[src/rtl/seg7_pkg.sv]
// seg7_pkg: shared segment glyphs, FSM states and double-dabble helper for seg7_bin2bcd
package seg7_pkg;
  localparam logic [7:0] SEG_A = 8'h01;
  localparam logic [7:0] SEG_B = 8'h02;
  localparam logic [7:0] SEG_C = 8'h04;
  localparam logic [7:0] SEG_D = 8'h08;
  localparam logic [7:0] SEG_E = 8'h10;
  localparam logic [7:0] SEG_F = 8'h20;
  localparam logic [7:0] SEG_G = 8'h40;
  localparam int BCD_MAX = 9999;
  localparam logic [7:0] SEG_TABLE [16] = '{
    SEG_A|SEG_B|SEG_C|SEG_D|SEG_E|SEG_F,
    SEG_B|SEG_C,
    SEG_A|SEG_B|SEG_D|SEG_E|SEG_G,
    SEG_A|SEG_B|SEG_C|SEG_D|SEG_G,
    SEG_B|SEG_C|SEG_F|SEG_G,
    SEG_A|SEG_C|SEG_D|SEG_F|SEG_G,
    SEG_A|SEG_C|SEG_D|SEG_E|SEG_F|SEG_G,
    SEG_A|SEG_B|SEG_C,
    SEG_A|SEG_B|SEG_C|SEG_D|SEG_E|SEG_F|SEG_G,
    SEG_A|SEG_B|SEG_C|SEG_D|SEG_F|SEG_G,
    SEG_A|SEG_B|SEG_C|SEG_E|SEG_F|SEG_G,
    SEG_C|SEG_D|SEG_E|SEG_F|SEG_G,
    SEG_A|SEG_D|SEG_E|SEG_F,
    SEG_B|SEG_C|SEG_D|SEG_E|SEG_G,
    SEG_A|SEG_D|SEG_E|SEG_F|SEG_G,
    SEG_A|SEG_E|SEG_F|SEG_G
  };
  typedef enum logic [1:0] {ST_IDLE, ST_SHIFT, ST_FINISH} state_t;
  function automatic logic [19:0] add3(input logic [19:0] s);
    logic [19:0] r;
    r = s;
    for (int i = 0; i < 5; i++)
      if (r[4*i+:4] >= 4'd5) r[4*i+:4] = r[4*i+:4] + 4'd3;
    return r;
  endfunction
endpackage

[src/rtl/seg7_hex2seg.sv]
// seg7_hex2seg: combinational 4-bit to active-high 7-segment encoder
module seg7_hex2seg
  import seg7_pkg::*;
(
  input  logic [3:0] hex,
  output logic [7:0] seg
);
  assign seg = SEG_TABLE[hex];
endmodule

[src/rtl/seg7_bin2bcd.sv]
// seg7_bin2bcd: iterative double-dabble binary-to-BCD; leading-zero-blanked segments under SEG7_BIN2BCD_LZB_EN
module seg7_bin2bcd
  import seg7_pkg::*;
#(
  parameter int WIDTH = 14
) (
  input  logic             clk,
  input  logic             reset,
  input  logic             start,
  input  logic [WIDTH-1:0] bin,
  output logic             busy,
  output logic             done,
  output logic [15:0]      bcd,
  output logic             ovf,
  output logic [31:0]      pixels,
  output logic             direct
);
  state_t state;
  logic [WIDTH-1:0] sh;
  logic [19:0] scr;
  logic over;
  logic [4:0] cnt;
  logic [15:0] res;
  assign res = over ? 16'h9999 : scr[15:0];
  always_ff @(posedge clk) begin
    if (reset) begin
      state <= ST_IDLE;
      sh <= '0;
      scr <= '0;
      over <= 1'b0;
      cnt <= '0;
      busy <= 1'b0;
      done <= 1'b0;
      bcd <= '0;
      ovf <= 1'b0;
    end else begin
      done <= 1'b0;
      case (state)
        ST_IDLE: if (start) begin
          sh <= bin;
          scr <= '0;
          over <= 32'(bin) > BCD_MAX;
          cnt <= '0;
          busy <= 1'b1;
          state <= ST_SHIFT;
        end
        ST_SHIFT: begin
          {scr, sh} <= {add3(scr), sh} << 1;
          cnt <= cnt + 5'd1;
          if (cnt == 5'(WIDTH - 1)) state <= ST_FINISH;
        end
        ST_FINISH: begin
          bcd <= res;
          ovf <= over;
          done <= 1'b1;
          busy <= 1'b0;
          state <= ST_IDLE;
        end
        default: state <= ST_IDLE;
      endcase
    end
  end
`ifdef SEG7_BIN2BCD_LZB_EN
  logic [7:0] seg [4];
  logic [31:0] pix_n;
  for (genvar d = 0; d < 4; d++) begin : g_enc
    seg7_hex2seg u_enc (.hex(res[4*d+:4]), .seg(seg[d]));
  end
  // units byte sits at the top so it lands on the driver's rightmost digit
  assign pix_n = {seg[0],
                  res[15:4] == 12'h0 ? 8'h00 : seg[1],
                  res[15:8] == 8'h0  ? 8'h00 : seg[2],
                  res[15:12] == 4'h0 ? 8'h00 : seg[3]};
  always_ff @(posedge clk) begin
    if (reset) begin
      pixels <= '0;
      direct <= 1'b0;
    end else if (state == ST_FINISH) begin
      pixels <= pix_n;
      direct <= 1'b1;
    end
  end
`else
  assign pixels = '0;
  assign direct = 1'b0;
`endif
endmodule

[config.mk]
export PLATFORM = sky130hd
export DESIGN_NAME = seg7_bin2bcd
export DESIGN_NICKNAME = d
export VERILOG_FILES = /design/src/rtl/seg7_pkg.sv /design/src/rtl/seg7_hex2seg.sv /design/src/rtl/seg7_bin2bcd.sv
export SDC_FILE = /design/constraint.sdc
export NUM_CORES = 1
export LEC_CHECK = 0
export BUFFER_PORTS_ARGS = -buffer_cell sky130_fd_sc_hd__buf_2
export CAP_MARGIN = 25
export CORE_AREA = 4 4 73 102
export CTS_BUF_LIST = sky130_fd_sc_hd__clkbuf_4 sky130_fd_sc_hd__clkbuf_8
export CTS_CLUSTER_SIZE = 14
export DETAILED_ROUTE_END_ITERATION = 12
export DIE_AREA = 0 0 77 106
export PLACE_DENSITY = 0.76
export RECOVER_POWER = 50
export REMOVE_ABC_BUFFERS = 1
export SLEW_MARGIN = 10
export SYNTH_ARGS = -nofsm -noshare
export SYNTH_HDL_FRONTEND = slang
export SYNTH_SLANG_ARGS = --single-unit
[constraint.sdc]
create_clock -name clk -period 1.67 [get_ports clk]
set_input_delay 0.167 -clock clk [delete_from_list [all_inputs] [get_ports clk]]
set_output_delay 0.167 -clock clk [all_outputs]
set_load 0.01 [all_outputs]
==> results.py, run 1 <==
metrics = {
    "synthesis": {
        "synth_area_per_cell_sq_um": 8.42,
        "yosysSeqAreaShare_pct": 39.5,
        "synthTopCellsByArea": "dfxtp_1 (39%), buf_4 (8.6%), a21oi_1 (5.4%), nor2_1 (4.7%), ha_1 (4.3%)",
        "synth_cells": 343,
        "ys_seq_elements": 57,
        "synth-edff-count": 0,
        "synth_largest_area_cell": "dfxtp_1",
        "ys.warnings.count": 0,
        "async_flop_share_pct": 0,
        "ys.flop_type": "dfxtp_1",
        "netlist_area_sq_um": 2890,
        "synth_top_area_share_pct": 39.5,
        "ys_types": 37,
    },
    "global_route": {
        "grt_max_degree": 31,
        "grt_pass1_vias": 2240,
        "grt_pass1_wl_mm": 9.94,
        "grt_remaining_overflow": 0,
        "grtUsageTotal_pct": 15.1,
        "antenna_found_initial": 0,
    },
    "worst_setup_path": {
        "critPathLaunchType": "flip-flop",
        "required_ps": 1900,
        "critPathKind": "flip-flop to flip-flop",
        "worstPathArrival_ps": 1790,
        "startpoint": "scr[8]",
        "end_kind": "flip-flop",
        "r2r-start": "scr[8]",
        "path_max_fanout": 4,
    },
    "floorplan": {
        "die_width_um": 77,
        "core_area_sq_um": 6530,
        "fp.dieH_um": 106,
        "row_count": 35,
        "start_util_pct": 44.3,
        "pin_count": 69,
        "die-area_sq_um": 8160,
    },
    "status": {
        "outcome": "finished, final reports clean",
    },
    "finish": {
        "final_area_sq_um": 3270,
        "final_cell_mix": "dfxtp_1 (56), nor2_1 (36), conb_1 (33)",
        "final_common_cell": "dfxtp_1",
        "num_antenna_cells": 0,
        "drive_above_1_share_pct": 14.0,
        "syn2layout_area_growth_pct": 13.1,
        "final_cells": 460,
        "final_core_util_pct": 50.1,
        "layout.nets": 408,
    },
    "pwr": {
        "switching_share_pct": 22.1,
        "p_comb_share_pct": 7.2,
        "ir_drop_v": 0.000532,
        "power.share.sequential_pct": 43.4,
        "power_switching_mw": 0.732,
        "clockPowerShare_pct": 49.4,
        "powerDensity_nw_per_um2": 1010,
        "cellInternalPower_mw": 2.58,
        "power_leakage_nw": 1.33,
    },
    "placed_design": {
        "placed_cells": 444,
        "gp_congestion": 0.800,
        "hpwl_mm": 4.31,
        "place_area_sq_um": 3040,
        "port_buffers": 35,
    },
    "sta": {
        "timing.fmax_mhz": 642,
        "whs_ps": 107,
        "fin_crit_sh_pct": 93.3,
        "skew_ps": 8.10,
        "rsz0062_at_grt": "false",
        "finalHoldViolCount": 0,
        "setup_viol": 0,
        "tightest_slew_ps": 587,
        "fin_crit_ps": 1560,
        "drv_slew": 0,
        "maxSlewHeadroom_pct": 60.8,
    },
    "detailed_routing": {
        "route.detailed.drc": 0,
        "drtAntennaViolNets": 0,
        "avgRoutedWirePerCell_um": 13.2,
        "routed_via_density": 5.29,
        "firstDrtPassIters": 5,
        "routed_wl_mm": 6.09,
        "vias": 2435,
        "drt_iter0_drc": 95,
    },
    "cts": {
        "postCtsHoldBufs": 0,
        "htreeDepth": 3,
        "cts_tree": "done",
        "cts.path.max_buffers": 2,
        "clk_latency_ps": 340,
        "clock_sinks": 57,
        "clk_pin_slew_ps": 70,
        "cts_root_buffer": "clkbuf_8",
        "cts_buffers": 9,
    },
    "hold_path": {
        "hp-start": "bin[13]",
        "hp-class": "input port to flip-flop",
    },
    "flow_run": {
        "drv_cap": 0,
    },
}
path summary, 6_finish.rpt:
check	slack [ps]	depth (start not counted)	to
hold reg to reg	450	2	bcd[10]
setup reg to reg	110	6	scr[10]
hold / removal	110	2	over
setup / recovery	110	6	scr[10]
registers in the layout (all words and copies together), names as in the netlist:
signal  flops
bcd        16
busy        1
over        1
sh         14
done        1
state       2
scr        16
ovf         1
cnt         5
metal layers:
| layer | global-route usage (%) | routed length, um |
|---|---|---|
| met4 | 8.27 | 147 |
| met3 | 4.15 | 343 |
| met2 | 27.6 | 3140 |
| met1 | 15.4 | 2460 |
| met5 | 0 | 0 |
kinds of logic (layout without fill, tap and decap cells):
family | after synthesis | count (layout) | synth area share [%]
flip-flops | 57 | 57 | 39.5
AO/OA/AOI/OAI | 88 | 88 | 20.5
adder cells (fa/ha/maj) | 10 | 10 | 4.33
XOR/XNOR | 7 | 7 | 2.12
other | 1 | 33 | 0.130
buffers and inverters | 69 | 80 | 14.5
multiplexers | 5 | 5 | 1.78
AND/OR/NAND/NOR | 106 | 106 | 17.1
critical path, cell delays in order, from the launching register on:
cell      delay [ps]
dfxtp_1          340
inv_1            140
ha_1             230
nand2b_1          70
a21oi_1          330
mux2i_1          130
a22o_1           210
power by group through the flow:
stage               clock network, mW  logic, mW  registers [mW]
floorplan                           0      0.145            1.46
global placement                    0      0.228            1.46
detailed placement                  0      0.234            1.47
CTS                              1.68      0.236            1.44
global route                     1.74      0.270            1.44
finish                           1.63      0.238            1.44
final cells by class:
cell class | instances | area (sq um)
inverter | 14 | 52.6
multi-input combinational | 249 | 1450
clock inverter | 4 | 98.8
sequential | 57 | 1140
clock buffer | 12 | 159
fill | 635 | 3260
timing repair buffer | 50 | 270
tap | 74 | 92.6
repair_timing:
item,CTS,global route
endpoints found under the hold margin,0,0
gates resized for setup,0,2
buffers inserted,0,0
endpoints found under the setup margin,0,3
through the flow:
step                power, mW  setup slack [ps]  TNS, ps
finish                   3.31               112        0
global route             3.45              22.8        0
CTS                      3.35              88.4        0
detailed placement       1.70              87.9        0
global placement         1.69               159        0
floorplan                1.60              -172    -2360
synth_stat cells (all sizes together) (8+ instances only):
library cell	instances
o221ai	12
nand2b	8
dfxtp	57
nand2	26
o21ai	18
nor2	36
ha	10
a21oi	31
clkbuf	12
buf	43
inv	14
nor3	19
Power figures use the tool's default switching activity.
==> run 2, diff against run 1 <==
--- a/config.mk
+++ b/config.mk
@@ -5,7 +5,7 @@
 export SDC_FILE = /design/constraint.sdc
 export NUM_CORES = 1
 export LEC_CHECK = 0
-export BUFFER_PORTS_ARGS = -buffer_cell sky130_fd_sc_hd__buf_2
+export BUFFER_PORTS_ARGS = -buffer_cell sky130_fd_sc_hd__buf_4
 export CAP_MARGIN = 25
 export CORE_AREA = 4 4 73 102
 export CTS_BUF_LIST = sky130_fd_sc_hd__clkbuf_4 sky130_fd_sc_hd__clkbuf_8
@@ -18,4 +18,5 @@
 export SLEW_MARGIN = 10
 export SYNTH_ARGS = -nofsm -noshare
 export SYNTH_HDL_FRONTEND = slang
+export SYNTH_HIERARCHICAL = 1
 export SYNTH_SLANG_ARGS = --single-unit
==> run 2 against run 1 <==
Net effect: utilization fell by 0.84 points; final cell count fell by 0.65%; first-iteration DRC count is 21% lower; synthesized cell count is the same; final area decreased by 1.7%; register-to-register slack gained 40 ps; critical path depth unchanged; power shrank 10%; setup slack better by 36 ps.
==> results.py, run 2 <==
metrics = {
    "status": {
        "outcome": "finished, final reports clean",
    },
    "worst_setup_path": {
        "r2r_cells": 6,
        "critical_path.endpoint": "scr[10]",
        "r2r-start": "scr[8]",
        "end_kind": "flip-flop",
        "rrSetupSlack_ps": 150,
        "r2r-end": "scr[10]",
        "critPathKind": "flip-flop to flip-flop",
        "path_max_fanout": 4,
        "required_ps": 1900,
        "critPathLaunchType": "flip-flop",
        "worstPathArrival_ps": 1750,
        "startpoint": "scr[8]",
    },
    "finish": {
        "num_antenna_cells": 0,
        "top_regs": "bcd: 16 flops, scr: 16 flops, sh: 14 flops",
        "drive_above_1_share_pct": 13.1,
        "final_common_cell": "dfxtp_1",
        "layout.nets": 406,
        "final_core_util_pct": 49.2,
        "final_area_sq_um": 3210,
        "syn2layout_area_growth_pct": 11.2,
        "final_cell_mix": "dfxtp_1 (56), nor2_1 (36), conb_1 (33)",
    },
    "cts": {
        "cts_resized": 0,
        "cts_buffers": 9,
        "clock_sinks": 57,
        "clk_latency_ps": 330,
        "htreeDepth": 3,
        "cts_root_buffer": "clkbuf_8",
        "postCtsHoldBufs": 0,
        "cts_tree": "done",
        "clk_pin_slew_ps": 70,
        "post_cts_buffers": 0,
        "cts.path.max_buffers": 2,
    },
    "placed_design": {
        "port_buffers": 35,
        "gp_congestion": 0.833,
        "pre_cts_ws_ps": 116,
        "hpwl_mm": 4.26,
        "place_area_sq_um": 3100,
    },
    "sta": {
        "setup-tns-final_ps": 0,
        "timing.fmax_mhz": 657,
        "finalHoldViolCount": 0,
        "fin_crit_sh_pct": 91.1,
        "maxSlewHeadroom_pct": 62.6,
        "fin_ws_ps": 148,
        "setup_viol": 0,
        "fin_crit_ps": 1520,
        "whs_ps": 87.6,
        "rsz0062_at_grt": "false",
        "skew_ps": 7.91,
        "drv_slew": 0,
        "tightest_slew_ps": 560,
    },
    "global_route": {
        "grt_pass1_wl_mm": 10.2,
        "grtUsageTotal_pct": 15.3,
        "grt_remaining_overflow": 0,
        "grt_max_degree": 31,
        "antenna_found_initial": 0,
        "grt_pass1_vias": 2357,
    },
    "pwr": {
        "p_comb_share_pct": 8.2,
        "powerDensity_nw_per_um2": 924,
        "ir_drop_v": 0.000474,
        "switching_share_pct": 23.6,
        "power_leakage_nw": 1.30,
        "power.share.sequential_pct": 48.4,
        "cellInternalPower_mw": 2.27,
        "clockPowerShare_pct": 43.4,
        "power_switching_mw": 0.701,
    },
    "detailed_routing": {
        "firstDrtPassIters": 4,
        "routed_wl_mm": 5.97,
        "route.detailed.drc": 0,
        "drtAntennaViolNets": 0,
        "routed_via_density": 5.30,
        "vias": 2422,
        "drt_iter0_drc": 75,
        "avgRoutedWirePerCell_um": 13.1,
    },
    "floorplan": {
        "die-area_sq_um": 8160,
        "start_util_pct": 44.3,
        "pin_count": 69,
        "die_width_um": 77,
        "row_count": 35,
        "core_area_sq_um": 6530,
        "fp.dieH_um": 106,
    },
    "synthesis": {
        "ys.flop_type": "dfxtp_1",
        "synth_cells": 343,
        "synth_top_area_share_pct": 39.5,
        "synthTopCellsByArea": "dfxtp_1 (39%), buf_4 (8.6%), a21oi_1 (5.4%), nor2_1 (4.7%), ha_1 (4.3%)",
        "synth_commonest_cells": "dfxtp_1 (57), nor2_1 (36), buf_4 (33), a21oi_1 (31), nand2_1 (26)",
        "yosysSeqAreaShare_pct": 39.5,
        "ys_types": 37,
        "netlist_area_sq_um": 2890,
        "synth_largest_area_cell": "dfxtp_1",
        "synth-edff-count": 0,
        "ys_seq_elements": 57,
        "synth_most_common_cell": "dfxtp_1",
        "synth_area_per_cell_sq_um": 8.42,
        "async_flop_share_pct": 0,
        "ys.warnings.count": 6,
    },
    "flow_run": {
        "drv_cap": 0,
    },
    "hold_path": {
        "hp-class": "input port to flip-flop",
    },
}
run 2: power by group through the flow:
| stage | combinational (mW) | clock (mW) | sequential [mW] |
|---|---|---|---|
| finish | 0.243 | 1.29 | 1.44 |
| global route | 0.275 | 1.38 | 1.44 |
| CTS | 0.245 | 1.32 | 1.44 |
| detailed placement | 0.245 | 0 | 1.47 |
| global placement | 0.238 | 0 | 1.46 |
| floorplan | 0.145 | 0 | 1.46 |
run 2: routing by layer:
layer | vias to the layer above | wire length (um) | global-route usage [%]
met5 | - | 0 | 0
met4 | 0 | 69 | 6.23
met3 | 8 | 382 | 3.90
met2 | 70 | 3170 | 28.9
met1 | 1141 | 2340 | 15.9
li1 | 1203 | - | -
run 2: area by class of cell:
class / count / area (sq um)
clock buffers: 12 / 159
clock inverters: 3 / 40.0
fillers: 649 / 3310
inverters: 14 / 52.6
multi-input cells: 249 / 1440
flip-flops and latches: 57 / 1140
well taps: 74 / 92.6
repair buffers: 48 / 284
run 2: cells by family after synthesis:
kind of cell,after synthesis,synth area share (%)
AND/OR/NAND/NOR,106,17.1
AO/OA/AOI/OAI,88,20.5
buffers and inverters,69,14.5
flip-flops,57,39.5
adder cells (fa/ha/maj),10,4.33
XOR/XNOR,7,2.12
multiplexers,5,1.78
other,1,0.130
run 2: how the worst min path moves through the flow:
| stage | startpoint | depth (start not counted) | slack (ps) | end |
|---|---|---|---|---|
| 2_1_floorplan | reset | 1 | 240 | bcd[10] |
| 3_3_place_gp | bin[13] | 2 | 420 | over |
| 3_5_place_dp | bin[13] | 2 | 430 | over |
| 4_1_cts | bin[13] | 2 | 70 | over |
| 5_1_grt | bin[13] | 2 | 70 | over |
| 6_report | bin[13] | 2 | 90 | over |
run 2: stage by stage:
stage / std cells / power, mW
after CTS: 457 / 3.00
after global routing: 457 / 3.10
after detailed placement: 442 / 1.71
after global placement: 442 / 1.70
final: 457 / 2.97
after floorplan: 320 / 1.60
run 2: critical path, stage by stage (launching register included):
cell      delay [ps]
dfxtp_1          330
inv_1            140
ha_1             210
nand2b_1          70
a21oi_1          340
mux2i_1          130
a22o_1           200
